[config.mk]
export PLATFORM = sky130hd
export DESIGN_NAME = timer_sequencer_flat
export DESIGN_NICKNAME = d
export VERILOG_FILES = /design/src/rtl/timer_sequencer_pkg.sv /design/src/rtl/timer_sequencer_if.sv /design/src/rtl/timer_seq_presc.sv /design/src/rtl/timer_sequencer.sv /design/src/flat_wrapper.sv
export VERILOG_INCLUDE_DIRS = /design/src /design/src/rtl
export SDC_FILE = /design/constraint.sdc
export NUM_CORES = 1
export LEC_CHECK = 0
export CAP_MARGIN = 10
export CORE_AREA = 2 2 39 41
export CTS_CLUSTER_SIZE = 30
export DETAILED_ROUTE_END_ITERATION = 7
export DIE_AREA = 0 0 41 43
export MAX_ROUTING_LAYER = met4
export PLACE_DENSITY = 0.71
export SLEW_MARGIN = 20
export SYNTH_ARGS = -nofsm -noshare
export SYNTH_HDL_FRONTEND = slang
export SYNTH_SLANG_ARGS = --single-unit
[constraint.sdc]
create_clock -name clk -period 3.06 [get_ports clk]
set_input_delay 0.612 -clock clk [delete_from_list [all_inputs] [get_ports clk]]
set_output_delay 0.612 -clock clk [all_outputs]
set_load 0.02 [all_outputs]
[src/rtl/timer_seq_defs.vh]
// Shared state encodings for the timer sequencer.
// Encoding 2'd3 is unused; the FSM recovers from it to IDLE on the next edge.
`ifndef TIMER_SEQ_DEFS_VH
`define TIMER_SEQ_DEFS_VH

`define ST_IDLE 2'd0
`define ST_RUN  2'd1
`define ST_HOLD 2'd2

`endif

[src/rtl/timer_sequencer_pkg.sv]
// Types shared by the timer sequencer slice.
// The optional prescaler is enabled by TIMER_SEQ_PRESCALE_EN.
`include "timer_seq_defs.vh"

package timer_sequencer_pkg;

  typedef enum logic [1:0] {
    ST_IDLE = `ST_IDLE,
    ST_RUN  = `ST_RUN,
    ST_HOLD = `ST_HOLD
  } state_t;

  // Modulo-2**w increment of the count.
  function automatic logic [7:0] wrap_inc(input logic [7:0] v, input int w);
    logic [7:0] r;
    r = v + 8'd1;
    r = r & ((8'd1 << w) - 8'd1);
    return r;
  endfunction

endpackage

[src/rtl/timer_sequencer_if.sv]
// Control/status bundle between system control logic and the timer sequencer.
// presc_div exists only when TIMER_SEQ_PRESCALE_EN is defined.
interface timer_sequencer_if #(
  parameter int WIDTH = 3
`ifdef TIMER_SEQ_PRESCALE_EN
  , parameter int PRESC_W = 2
`endif
);

  logic             start;
  logic             stop;
  logic             pause;
  logic             auto_reload;
  logic [WIDTH-1:0] load_val;
  logic [WIDTH-1:0] term_val;
`ifdef TIMER_SEQ_PRESCALE_EN
  logic [PRESC_W-1:0] presc_div;
`endif
  logic [WIDTH-1:0] cnt;
  logic             busy;
  logic             done;

  modport master (
    output start, stop, pause, auto_reload, load_val, term_val,
`ifdef TIMER_SEQ_PRESCALE_EN
    output presc_div,
`endif
    input  cnt, busy, done
  );

  modport slave (
    input  start, stop, pause, auto_reload, load_val, term_val,
`ifdef TIMER_SEQ_PRESCALE_EN
    input  presc_div,
`endif
    output cnt, busy, done
  );

endinterface

[src/rtl/timer_seq_presc.sv]
// Clock prescaler: emits a tick every div+1 enabled clocks.
// Only instantiated when TIMER_SEQ_PRESCALE_EN is defined.
module timer_seq_presc #(
  parameter int PRESC_W = 2
) (
  input  logic               clk,
  input  logic               rst_n,
  input  logic               clr,
  input  logic               en,
  input  logic [PRESC_W-1:0] div,
  output logic               tick
);

  logic [PRESC_W-1:0] presc_q, presc_d;

  assign tick = en && !clr && (presc_q == div);

  // Next prescaler value: clear wins, wrap on tick, advance when enabled.
  always_comb begin
    presc_d = presc_q;
    if (clr) begin
      presc_d = '0;
    end else if (tick) begin
      presc_d = '0;
    end else if (en) begin
      presc_d = presc_q + PRESC_W'(1);
    end
  end

  // Prescaler register with synchronous active-low reset.
  always_ff @(posedge clk) begin
    if (!rst_n) begin
      presc_q <= '0;
    end else begin
      presc_q <= presc_d;
    end
  end

endmodule

[src/rtl/timer_sequencer.sv]
// Run-control for an up-counter: start/restart from load_val, pause, stop,
// terminal-count detect with optional auto-reload and a registered done pulse.
// Define TIMER_SEQ_PRESCALE_EN to gate counting with a programmable prescaler.
//
// state   | meaning
// IDLE    | counter stopped, cnt holds
// RUN     | counting on each tick, compares against term_val
// HOLD    | paused, cnt and prescaler hold
import timer_sequencer_pkg::*;

module timer_sequencer #(
  parameter int WIDTH = 3
`ifdef TIMER_SEQ_PRESCALE_EN
  , parameter int PRESC_W = 2
`endif
) (
  input logic                 clk,
  input logic                 rst_n,
  timer_sequencer_if.slave    bus
);

  state_t           state_q, state_d;
  logic [WIDTH-1:0] cnt_q, cnt_d;
  logic             done_q, done_d;
  logic             tick;

`ifdef TIMER_SEQ_PRESCALE_EN
  logic presc_clr;
  logic presc_en;

  // Any leaving or (re)entry of the run sequence restarts the division period.
  assign presc_clr = bus.stop || bus.start ||
                     !((state_q == ST_RUN) || (state_q == ST_HOLD));
  assign presc_en  = (state_q == ST_RUN) && !bus.pause;

  timer_seq_presc #(.PRESC_W(PRESC_W)) u_presc (
    .clk   (clk),
    .rst_n (rst_n),
    .clr   (presc_clr),
    .en    (presc_en),
    .div   (bus.presc_div),
    .tick  (tick)
  );
`else
  assign tick = 1'b1;
`endif

  // Next state, count and done pulse; priority stop > start > pause > tick.
  always_comb begin
    state_d = state_q;
    cnt_d   = cnt_q;
    done_d  = 1'b0;
    case (state_q)
      ST_IDLE: begin
        if (!bus.stop && bus.start) begin
          state_d = ST_RUN;
          cnt_d   = bus.load_val;
        end
      end
      ST_RUN: begin
        if (bus.stop) begin
          state_d = ST_IDLE;
        end else if (bus.start) begin
          cnt_d = bus.load_val;
        end else if (bus.pause) begin
          state_d = ST_HOLD;
        end else if (tick) begin
          if (cnt_q == bus.term_val) begin
            done_d = 1'b1;
            if (bus.auto_reload) begin
              cnt_d = bus.load_val;
            end else begin
              state_d = ST_IDLE;
            end
          end else begin
            cnt_d = cnt_q + WIDTH'(1);
          end
        end
      end
      ST_HOLD: begin
        if (bus.stop) begin
          state_d = ST_IDLE;
        end else if (bus.start) begin
          state_d = ST_RUN;
          cnt_d   = bus.load_val;
        end else if (!bus.pause) begin
          state_d = ST_RUN;
        end
      end
      default: begin
        state_d = ST_IDLE;
      end
    endcase
  end

  // State, count and done registers with synchronous active-low reset.
  always_ff @(posedge clk) begin
    if (!rst_n) begin
      state_q <= ST_IDLE;
      cnt_q   <= '0;
      done_q  <= 1'b0;
    end else begin
      state_q <= state_d;
      cnt_q   <= cnt_d;
      done_q  <= done_d;
    end
  end

  assign bus.cnt  = cnt_q;
  assign bus.busy = (state_q != ST_IDLE);
  assign bus.done = done_q;

endmodule

[src/flat_wrapper.sv]
// flat-port wrapper written by rule: the top's interface ports become plain ports
module timer_sequencer_flat 
#(
  parameter int WIDTH = 3

)
  (clk, rst_n, bus_start, bus_stop, bus_pause, bus_auto_reload, bus_load_val, bus_term_val, bus_cnt, bus_busy, bus_done);
  timer_sequencer_if #(.WIDTH(WIDTH)) bus_i ();
  input logic clk;
  input logic rst_n;
  input wire logic [$bits(bus_i.start)-1:0] bus_start;
  input wire logic [$bits(bus_i.stop)-1:0] bus_stop;
  input wire logic [$bits(bus_i.pause)-1:0] bus_pause;
  input wire logic [$bits(bus_i.auto_reload)-1:0] bus_auto_reload;
  input wire logic [$bits(bus_i.load_val)-1:0] bus_load_val;
  input wire logic [$bits(bus_i.term_val)-1:0] bus_term_val;
  output wire logic [$bits(bus_i.cnt)-1:0] bus_cnt;
  output wire logic [$bits(bus_i.busy)-1:0] bus_busy;
  output wire logic [$bits(bus_i.done)-1:0] bus_done;
  assign bus_i.start = bus_start;
  assign bus_i.stop = bus_stop;
  assign bus_i.pause = bus_pause;
  assign bus_i.auto_reload = bus_auto_reload;
  assign bus_i.load_val = bus_load_val;
  assign bus_i.term_val = bus_term_val;
  assign bus_cnt = bus_i.cnt;
  assign bus_busy = bus_i.busy;
  assign bus_done = bus_i.done;
  timer_sequencer #(.WIDTH(WIDTH)) u_core (.clk(clk), .rst_n(rst_n), .bus(bus_i));
endmodule
==> flow_summary.html <==
<table>
<tr><th>Metric</th><th>Value</th></tr>
<tr><th colspan="2">Yosys</th></tr>
<tr><td>Largest area contributor in the netlist</td><td>dfxtp_1</td></tr>
<tr><td>Synth Warn #</td><td>0</td></tr>
<tr><td>Synth Area in Simple Gates</td><td>0.230</td></tr>
<tr><td>Gate count of the mapped netlist</td><td>46</td></tr>
<tr><td>Syn_area_per_cell</td><td>9.00 um2</td></tr>
<tr><td>Share of cell area taken by muxes after synthesis</td><td>0.0242</td></tr>
<tr><td>Share of the synthesized area in the top cell type</td><td>0.290</td></tr>
<tr><td>Async set-reset flop share out of synthesis</td><td>0</td></tr>
<tr><td>Fraction of the yosys area taken by sequential cells</td><td>0.290</td></tr>
<tr><td>Net count after synthesis</td><td>59</td></tr>
<tr><td>Number of storage elements in the synthesis netlist</td><td>6</td></tr>
<tr><td>Number of flops mapped to enable cells by yosys</td><td>0</td></tr>
<tr><td>Prevailing post-synth register cell</td><td>dfxtp_1</td></tr>
<tr><td>Count leader, synth</td><td>dfxtp_1</td></tr>
<tr><td>Number of unique standard cell types used by synthesis</td><td>24</td></tr>
<tr><td>Biggest area contributors in the synthesized netlist</td><td>dfxtp_1 (29%), a221oi_1 (8.5%), xor2_2 (7.9%)</td></tr>
<tr><td>Cell area after synthesis</td><td>414 um2</td></tr>
<tr><td>Synth Area in XOR/XNOR</td><td>0.121</td></tr>
<tr><td>Post-synth top cells</td><td>dfxtp_1 (6), a221oi_1 (4), inv_1 (4), a21oi_1 (3), nand2_1 (3)</td></tr>
<tr><td>Largest family of logic cells by synthesized area</td><td>compound AO/OA/AOI/OAI gates</td></tr>
<tr><td>Compound-gate portion of the synthesized area</td><td>0.269</td></tr>
<tr><td>Post-synthesis share of cell area spent on full adders, half adders and majority gates</td><td>0.0302</td></tr>
<tr><th colspan="2">Clock network</th></tr>
<tr><td>H-tree depth reported by CTS</td><td>1</td></tr>
<tr><td>Clock transition at the registers of the reported paths</td><td>0.05 ns</td></tr>
<tr><td>Number of CTS-inserted buffers</td><td>3</td></tr>
<tr><td>Buffer count from post-CTS setup fixing</td><td>0</td></tr>
<tr><td>Number of clock sinks</td><td>6</td></tr>
<tr><td>Clock tree from TritonCTS</td><td>yes</td></tr>
<tr><td>CTS Buffer Depth</td><td>2</td></tr>
<tr><td># hold bufs at CTS</td><td>0</td></tr>
<tr><td>Cell at the root of the clock tree</td><td>clkbuf_4</td></tr>
<tr><td>Worst-skew pair later-pin latency</td><td>0.25 ns</td></tr>
<tr><td>Post-CTS Resized</td><td>0</td></tr>
<tr><th colspan="2">Floorplan</th></tr>
<tr><td>Die Y</td><td>43 um</td></tr>
<tr><td>Rows</td><td>14</td></tr>
<tr><td>Width of the die</td><td>41 um</td></tr>
<tr><td>Number of placed I/O pins</td><td>17</td></tr>
<tr><td>Core Region</td><td>1380 um2</td></tr>
<tr><td>Initial Utilization</td><td>0.299</td></tr>
<tr><td>Die ar.</td><td>1760 um2</td></tr>
<tr><th colspan="2">Power</th></tr>
<tr><td>Static Leak</td><td>0.234 nW</td></tr>
<tr><td>Peak supply drop</td><td>0.000230 V</td></tr>
<tr><td>Power density over the cells</td><td>358 nW/um2</td></tr>
<tr><th colspan="2">Placed design</th></tr>
<tr><td>Number of input and output port buffers inserted</td><td>16</td></tr>
<tr><td>DPL Wire Length</td><td>753 um</td></tr>
<tr><td>Routability congestion estimate from global placement</td><td>0.846</td></tr>
<tr><th colspan="2">Critical path</th></tr>
<tr><td>Crit path arrival time</td><td>1.42 ns</td></tr>
<tr><td>Critical Path Fanout Max</td><td>6</td></tr>
<tr><td>Critical path endpoint category</td><td>primary output</td></tr>
<tr><td>WP data required</td><td>2.45 ns</td></tr>
<tr><td>Startpoint Class</td><td>flip-flop</td></tr>
<tr><td>Worst Path Class, Setup</td><td>reg -&gt; out</td></tr>
<tr><th colspan="2">Detailed routing</th></tr>
<tr><td>Via count of the routed design</td><td>421</td></tr>
<tr><td>TritonRoute pass-1 iters</td><td>4</td></tr>
<tr><td>Metal2 WL</td><td>436 um</td></tr>
<tr><td>Total Wirelength</td><td>981 um</td></tr>
<tr><td>Average routed wire per standard cell</td><td>12.1 um</td></tr>
<tr><td>Post-route DRC</td><td>0</td></tr>
<tr><td>Routed Antenna Nets</td><td>0</td></tr>
<tr><td>Number of DRC markers in iteration 0</td><td>10</td></tr>
<tr><td>Top routing layer in use</td><td>met4</td></tr>
<tr><td>Detail Route met3 WL</td><td>82 um</td></tr>
<tr><td>Total routed wire length on the met1 layer</td><td>422 um</td></tr>
<tr><td>Post-DR vias/cell</td><td>5.20</td></tr>
<tr><th colspan="2">STA</th></tr>
<tr><td>RSZ-0062 raised after global routing</td><td>no</td></tr>
<tr><td>Final hold violations</td><td>0</td></tr>
<tr><td>Measured slew at the worst slew-check pin</td><td>0.463 ns</td></tr>
<tr><td>Post-layout min period</td><td>2.03 ns</td></tr>
<tr><td>Share of the clock period used by the worst path after layout</td><td>0.663</td></tr>
<tr><td>Worst rel slew slack</td><td>0.688</td></tr>
<tr><td>Fmax</td><td>493 MHz</td></tr>
<tr><td>Pins over their slew limit</td><td>0</td></tr>
<tr><td>Final setup violation count</td><td>0</td></tr>
<tr><td>TNS Setup</td><td>0 ns</td></tr>
<tr><td>Skew final</td><td>0.00639 ns</td></tr>
<tr><th colspan="2">Finish</th></tr>
<tr><td>Antenna diode count</td><td>0</td></tr>
<tr><td>Post-Route Utilization</td><td>0.446</td></tr>
<tr><td>Post-layout nets</td><td>80</td></tr>
<tr><td>Layout overhead on the synthesized area</td><td>48.9%</td></tr>
<tr><td>Fillers</td><td>149</td></tr>
<tr><td>Share of cells above drive strength 1</td><td>0.138</td></tr>
<tr><th colspan="2">Global route</th></tr>
<tr><td>Combined global-route utilization of all metal layers</td><td>0.143</td></tr>
<tr><td>Via count of the first global-routing pass</td><td>369</td></tr>
<tr><td>Total grt overflow</td><td>0</td></tr>
<tr><td>Maximum number of pins on one net before global-route repair</td><td>7</td></tr>
<tr><td>First-pass GRT wire length</td><td>1520 um</td></tr>
<tr><td>Antenna violations before repair</td><td>0</td></tr>
<tr><th colspan="2">Run</th></tr>
<tr><td>Maximum capacitance violations</td><td>0</td></tr>
<tr><th colspan="2">Worst hold path</th></tr>
<tr><td>Kind of path behind the tightest hold check</td><td>reg -&gt; reg</td></tr>
<tr><th colspan="2">Run status</th></tr>
<tr><td>Outcome</td><td>complete, no violations</td></tr>
</table>
## power breakdown
group	internal (mW)	switching [mW]
Combinational	0.0308	0.0275
Clock	0.0445	0.0310
Sequential	0.0819	0.00491
## through the flow
| step | hold slack (ns) | worst slack [ns] | total power, mW | cells | cell area (um2) |
|---|---|---|---|---|---|
| after global routing | 0.539 | 0.966 | 0.232 | 81 | 617 |
| after global placement | 0.502 | 0.907 | 0.146 | 78 | 594 |
| final | 0.525 | 1.03 | 0.221 | 81 | 617 |
| after CTS | 0.520 | 1.02 | 0.223 | 81 | 617 |
| after detailed placement | 0.514 | 0.917 | 0.146 | 78 | 594 |
| after floorplan | 0.547 | 1.42 | 0.117 | 46 | 414 |
## layout by cell type, fill, tap and decap left out, types with 3 or more instances in the layout
cell             count
clkdlybuf4s50_1     16
inv_1                4
nand2_1              3
clkbuf_4             3
a21oi_1              3
a221oi_1             4
dfxtp_1              6
## kinds of logic after synthesis
logic type | Yosys count
xor+xnor | 4
mux | 1
buf+inv | 4
simple gates | 15
compound gates | 15
fa+ha+maj | 1
flops | 6
## flip-flops by register name (all words and copies together), names as in the netlist
register         count
u_core.state_q       2
u_core.bus.done      1
u_core.bus.cnt       3
## critical path, stage by stage, from the launching register on
cell and delay (ns):
dfxtp_1 0.34, or2_2 0.30, clkdlybuf4s50_1 0.53
## routing by layer
layer	up-vias	track usage
met1	188	0.160
met4	0	0.140
met5	-	-
met2	17	0.191
li1	212	-
met3	4	0.0366
## path summary, 6_finish.rpt
| path | start | to | slack (ns) | cells past startpoint |
|---|---|---|---|---|
| min | u_core.bus.cnt[1] | u_core.bus.cnt[1] | 0.52 | 2 |
| min reg2reg | u_core.bus.cnt[1] | u_core.bus.cnt[1] | 0.52 | 2 |
| max | u_core.state_q[0] | bus_busy | 1.03 | 2 |
| max reg2reg | u_core.bus.cnt[1] | u_core.bus.cnt[0] | 1.59 | 4 |
## layout make-up
| class | count | area, um2 | share of cell area |
|---|---|---|---|
| clock buffer | 3 | 22.5 | 0.0365 |
| multi-input combinational | 36 | 279 | 0.452 |
| tap | 16 | 20.0 | 0.0325 |
| timing repair buffer | 16 | 160 | 0.260 |
| inverter | 4 | 15.0 | 0.0243 |
| sequential | 6 | 120 | 0.195 |
Power figures use the tool's default switching activity.
